$ cat config.mk
export PLATFORM = sky130hd
export DESIGN_NAME = input_bank_ctrl
export DESIGN_NICKNAME = d
export VERILOG_FILES = /design/src/rtl/input_bank_ctrl.sv
export SDC_FILE = /design/constraint.sdc
export NUM_CORES = 1
export LEC_CHECK = 0
export CAP_MARGIN = 40
export CORE_ASPECT_RATIO = 0.5
export CORE_MARGIN = 4
export CORE_UTILIZATION = 40
export CTS_BUF_LIST = sky130_fd_sc_hd__clkbuf_4 sky130_fd_sc_hd__clkbuf_8
export DETAILED_ROUTE_END_ITERATION = 12
export PLACE_DENSITY = 0.69
export SYNTH_ARGS = -nofsm -noshare
export SYNTH_HDL_FRONTEND = slang
export SYNTH_SLANG_ARGS = --single-unit
export TNS_END_PERCENT = 30
$ cat constraint.sdc
create_clock -name i_clk -period 4.4 [get_ports i_clk]
set_input_delay 0.88 -clock i_clk [delete_from_list [all_inputs] [get_ports i_clk]]
set_output_delay 0.88 -clock i_clk [all_outputs]
set_load 0.01 [all_outputs]
$ cat src/rtl/input_bank_ctrl.sv
// Memory-mapped input bank controller: synchronizes switches and buttons, serves LSU loads/stores
// through a fixed IDLE/BUSY/RESP sequence and keeps sticky W1C button-event flags.
module input_bank_ctrl #(
   parameter int unsigned SYNC_STAGES = 2
) (
   input  logic        i_clk,
   input  logic        i_rst,
   input  logic [31:0] i_io_sw,
   input  logic [3:0]  i_io_btn,
   input  logic [31:0] i_lsu_addr,
   input  logic        i_lsu_rden,
   input  logic        i_lsu_wren,
   input  logic [31:0] i_lsu_wdata,
   input  logic [2:0]  i_funct3,
   output logic        o_lsu_ack,
   output logic [31:0] o_rdata,
   output logic        o_lsu_err,
   output logic [3:0]  o_btn_flag,
   output logic        o_irq
);

   localparam logic [1:0] StIdle = 2'd0;
   localparam logic [1:0] StBusy = 2'd1;
   localparam logic [1:0] StResp = 2'd2;

   logic [1:0]  state_q;
   logic [11:0] addr_q;
   logic [2:0]  funct3_q;
   logic [3:0]  wdata_q;
   logic        is_read_q;
   logic [31:0] rdata_q;
   logic        err_q;

   logic [31:0] sw_sync_q  [SYNC_STAGES];
   logic [3:0]  btn_sync_q [SYNC_STAGES];
   logic [3:0]  prev_btn_q;
   logic [3:0]  flag_q;
   logic [3:0]  flag_d;

   logic [31:0] sw_sync;
   logic [3:0]  btn_sync;
   logic        req;
   logic [31:0] word;
   logic [31:0] shifted;
   logic [15:0] half;
   logic [31:0] res_data;
   logic        res_err;
   logic [3:0]  flag_set;
   logic [3:0]  flag_clr;

   // Only the flag bits of the store data are meaningful.
   logic unused_wdata;
   assign unused_wdata = ^i_lsu_wdata[31:4];

   assign sw_sync  = sw_sync_q[SYNC_STAGES-1];
   assign btn_sync = btn_sync_q[SYNC_STAGES-1];
   assign req      = (i_lsu_rden | i_lsu_wren) && (i_lsu_addr[31:12] == 20'h00007);

   always_ff @(posedge i_clk) begin
      if (i_rst) begin
         for (int i = 0; i < int'(SYNC_STAGES); i++) begin
            sw_sync_q[i]  <= '0;
            btn_sync_q[i] <= '0;
         end
      end else begin
         sw_sync_q[0]  <= i_io_sw;
         btn_sync_q[0] <= i_io_btn;
         for (int i = 1; i < int'(SYNC_STAGES); i++) begin
            sw_sync_q[i]  <= sw_sync_q[i-1];
            btn_sync_q[i] <= btn_sync_q[i-1];
         end
      end
   end

   always_comb begin
      word = '0;
      if (addr_q[11:4] == 8'h00) begin
         word = sw_sync;
      end else if (addr_q[11:4] == 8'h01) begin
         word = {28'b0, btn_sync};
      end else if (addr_q[11:4] == 8'h80) begin
         word = {28'b0, flag_q};
      end
      shifted  = word >> {addr_q[1:0], 3'b000};
      half     = addr_q[1] ? word[31:16] : word[15:0];
      res_data = '0;
      res_err  = 1'b0;
      if (is_read_q) begin
         case (funct3_q)
            3'b000: res_data = {{24{shifted[7]}}, shifted[7:0]};
            3'b100: res_data = {24'b0, shifted[7:0]};
            3'b001: begin
               if (addr_q[0]) res_err = 1'b1;
               else res_data = {{16{half[15]}}, half};
            end
            3'b101: begin
               if (addr_q[0]) res_err = 1'b1;
               else res_data = {16'b0, half};
            end
            3'b010: begin
               if (addr_q[1:0] != 2'b00) res_err = 1'b1;
               else res_data = word;
            end
            default: res_err = 1'b1;
         endcase
      end
   end

   // Set beats a same-cycle W1C clear so no button event is lost.
   always_comb begin
      flag_set = btn_sync & ~prev_btn_q;
      flag_clr = '0;
      if (state_q == StBusy && !is_read_q && addr_q[11:4] == 8'h80) begin
         flag_clr = wdata_q;
      end
      flag_d = (flag_q & ~flag_clr) | flag_set;
   end

   always_ff @(posedge i_clk) begin
      if (i_rst) begin
         prev_btn_q <= '0;
         flag_q     <= '0;
      end else begin
         prev_btn_q <= btn_sync;
         flag_q     <= flag_d;
      end
   end

   always_ff @(posedge i_clk) begin
      if (i_rst) begin
         state_q   <= StIdle;
         addr_q    <= '0;
         funct3_q  <= '0;
         wdata_q   <= '0;
         is_read_q <= 1'b0;
         rdata_q   <= '0;
         err_q     <= 1'b0;
      end else begin
         case (state_q)
            StIdle: begin
               if (req) begin
                  addr_q    <= i_lsu_addr[11:0];
                  funct3_q  <= i_funct3;
                  wdata_q   <= i_lsu_wdata[3:0];
                  is_read_q <= i_lsu_rden;
                  state_q   <= StBusy;
               end
            end
            StBusy: begin
               rdata_q <= res_data;
               err_q   <= res_err;
               state_q <= StResp;
            end
            StResp: begin
               rdata_q <= '0;
               err_q   <= 1'b0;
               state_q <= StIdle;
            end
            default: state_q <= StIdle;
         endcase
      end
   end

   assign o_lsu_ack  = (state_q == StResp);
   assign o_rdata    = rdata_q;
   assign o_lsu_err  = err_q;
   assign o_btn_flag = flag_q;
   assign o_irq      = |flag_q;

endmodule

==> results.md <==
- Run status: complete, no violations
- CTS buffer count: 17
- Area of the multi-input gates: between 2000 and 2500 um^2
- Post-synthesis sequential area ratio: 0.520
- CTS root buf: clkbuf_8
- Drt wl/cell: 15.5 um
- Max_cap viols: 0
- Ys flop type: dfxtp_1
- # DRC: 0
- Yosys reg bits: ~130
- EDFF count, synth: 0
- Hold path depth: 1
- Slew Viols, Final: 0
- Global-route wire length before repair: around 19000 um
- Hold Buf Count CTS: 0
- Post-Synthesis Cells: around 500
- RD Place Congestion: about 0.85
- CTS clock-pin slew for the worst setup and hold paths: approximately 90 ps
- Critical path required time: roughly 4800 ps
- Hpwl dp: 8970 um
- Syn_nets: around 600
- Initial Utilization: 0.421
- Sequential cell area: ~2700 um^2
- Pin count of the biggest net entering global routing: 77
- CTS max path bufs: 2
- Total die area: about 15000 um^2
- TNS Setup: 0 ps
- # clock sinks: between 100 and 150
- Finished Core Util: 0.557
- Crit path capture: o_rdata[13]$_SDFFE_PP0P_
- Critical R2R Capture: o_rdata[13]$_SDFFE_PP0P_
- Worst-case reg-to-reg path depth: 6
- Crit Path Category: reg2reg
- Hold slack: between 400 and 500 ps
- Crit path launch: state_q[0]$_SDFFE_PP0P_
- Clk_skew: 14.5 ps
- Hold Vio Cnt, Final: 0
- VDD IR max: ~0.00016 V
- Crit Path Max Fanout: 22
- Total power: 2.39 mW
- Area growth syn-to-layout: 32.3%
- DR vias/cell: ~5
- Nets@finish: between 700 and 800
- Vias: 3944
- Post-synthesis average cell area: ~10 um^2
- Share of the synthesized area in the top cell type: 0.520
- Setup crit start kind: register
- Least-Margin Pin Slew: ~750 ps
- Final period util: 0.656
- Gr usage total: 0.167
- Tmin final: 2890 ps
- Chip width: ~170 um
- Worst hold path type: reg2reg
- Area leader, netlist: dfxtp_1
- Synthesized cell area: about 5000 um^2
- Synth unique cells: 52
- Top-Level Pins: around 150
- Reg2reg start: state_q[0]$_SDFFE_PP0P_
- Core ar.: 12200 um^2
- Die Span Y: 88 um
- Vias in the first global route: roughly 3900
- Register-to-register setup slack: ~1500 ps
- Leakage power: between 2 and 3 nW
- Dpl ws: 1240 ps
- Initial antenna violation count: 0
- Cell Pwr Density: 352 nW/um^2
- Warning count from the yosys run: 0
- RSZ-0062 raised after global routing: no
- GRT Residual Overflow: 0
- Layout cells sized above 1: 0.0909
- Drt total wl: between 10000 and 15000 um
- Clock Latency Late Sink: ~430 ps
- Input/output buffers: 115
- Worst setup margin: 1510 ps
- CP Data Arrival Time: 3240 ps
- H-tree Lvls: 4
- Worst slew margin: 0.498
- Site Rows: 28
- Ant. Diodes: 0
- Top post-synthesis cells by area: dfxtp_1 52%, nor2b_1 10%, mux2i_1 5.9%
- Final setup fails: 0
- TritonCTS clock tree: done
- Post-CTS sizing: 0
- DR iter-0 viols: approximately 260
- Setup Buffers After CTS: 0
- Drt pass-1 iters: 5
- Max Freq: 346 MHz
- Detail Route Antenna Nets: 0
- Setup crit end kind: register
- # fillers: about 1100
- Fraction of registers with async set/reset: 0
-- cells by family after synthesis --
| group | synth area share |
|---|---|
| AO/OA/AOI/OAI | 0.142 |
| XOR/XNOR | 0.00171 |
| adder cells (fa/ha/maj) | 0.00978 |
| buffers and inverters | 0.0342 |
| flip-flops | 0.520 |
| multiplexers | 0.0718 |
| AND/OR/NAND/NOR | 0.220 |
-- layout by cell type (no fill, tap or decap), types with 2 or more instances in the layout --
master           count
a2111oi_0            2
or4_1                2
inv_6                6
nor2b_1             82
dfxtp_1            133
buf_4                4
mux4_2               3
clkinvlp_4           3
mux2i_1             30
nor4_1               3
a221oi_1             8
nor3_1               3
nor4_4               2
ha_1                 4
clkbuf_8            18
o21ai_0             15
clkinv_4             2
o21ai_1              4
a21oi_1             29
nand3_1              3
or2_1                2
a21bo_2              5
nand2_1             18
a221o_1              2
a211o_1              2
clkdlybuf4s50_1    114
inv_1                6
a32o_1               4
a21bo_1             10
nand2b_1            22
nor2_1              42
nor4_2               2
o21a_1              16
-- layer usage --
layer  vias up  share of wire  global-route usage
met5         -              0                   0
met4         0         0.0093              0.0501
met3        11          0.082              0.0514
li1       1942              -                   -
met2       143           0.44               0.269
met1      1848           0.47               0.220
-- sequential cells by signal, indices dropped and copies added, names as in the netlist --
name / flops
btn_sync_q: 8
wdata_q: 4
is_read_q: 1
funct3_q: 3
o_lsu_err: 1
addr_q: 10
state_q: 2
sw_sync_q: 64
prev_btn_q: 4
o_rdata: 32
o_btn_flag: 4
-- synth_stat cells, drive strengths merged (3+ instances only) --
cell type  count
or2            3
clkbuf        17
a21oi         30
nor2          44
a221oi         8
a21bo         15
nor2b         82
nor4           7
a32o           4
inv            6
ha             4
nor3           4
dfxtp        133
nand2         19
nand2b        22
buf           12
nand3          4
mux2i         30
o21ai         19
o21a          16
mux4           3
-- how the worst min path moves through the flow --
stage	endpoint	slack, ps	from
3_3_place_gp	btn_sync_q[0][7]$_SDFF_PP0_	420	btn_sync_q[0][3]$_SDFF_PP0_
3_5_place_dp	sw_sync_q[0][45]$_SDFF_PP0_	420	sw_sync_q[0][13]$_SDFF_PP0_
4_1_cts	sw_sync_q[0][45]$_SDFF_PP0_	440	sw_sync_q[0][13]$_SDFF_PP0_
6_report	sw_sync_q[0][35]$_SDFF_PP0_	440	sw_sync_q[0][3]$_SDFF_PP0_
5_1_grt	sw_sync_q[0][35]$_SDFF_PP0_	450	sw_sync_q[0][3]$_SDFF_PP0_
2_1_floorplan	btn_sync_q[0][4]$_SDFF_PP0_	410	btn_sync_q[0][0]$_SDFF_PP0_
-- critical path, cell delays in order, from the launching register on --
cell	delay (ps)
dfxtp_1	390
inv_1	80
ha_1	720
nand3_2	580
nor2_2	380
nand3_1	370
o21ai_0	280
-- report_power, final --
part           switching, mW  internal, mW  leakage [nW]
combinational         0.0494        0.0937          1.23
sequential            0.0169          1.24          1.09
clock                  0.514         0.476         0.189
total                  0.580          1.81          2.50
-- through the flow --
stage / cell area [um^2] / cells
after floorplan: 5120 / 504
after global placement: 6340 / 757
after detailed placement: 6390 / 760
after CTS: 6780 / 792
after global routing: 6780 / 792
final: 6780 / 792
-- area by class of cell --
| cell class | count | area share |
|---|---|---|
| sequential | 133 | 0.393 |
| clock buffer | 18 | 0.0366 |
| tap | 165 | 0.0305 |
| multi-input combinational | 336 | 0.338 |
| inverter | 6 | 0.00332 |
| clock inverter | 14 | 0.0205 |
| timing repair buffer | 120 | 0.179 |
Power figures use the tool's default switching activity.
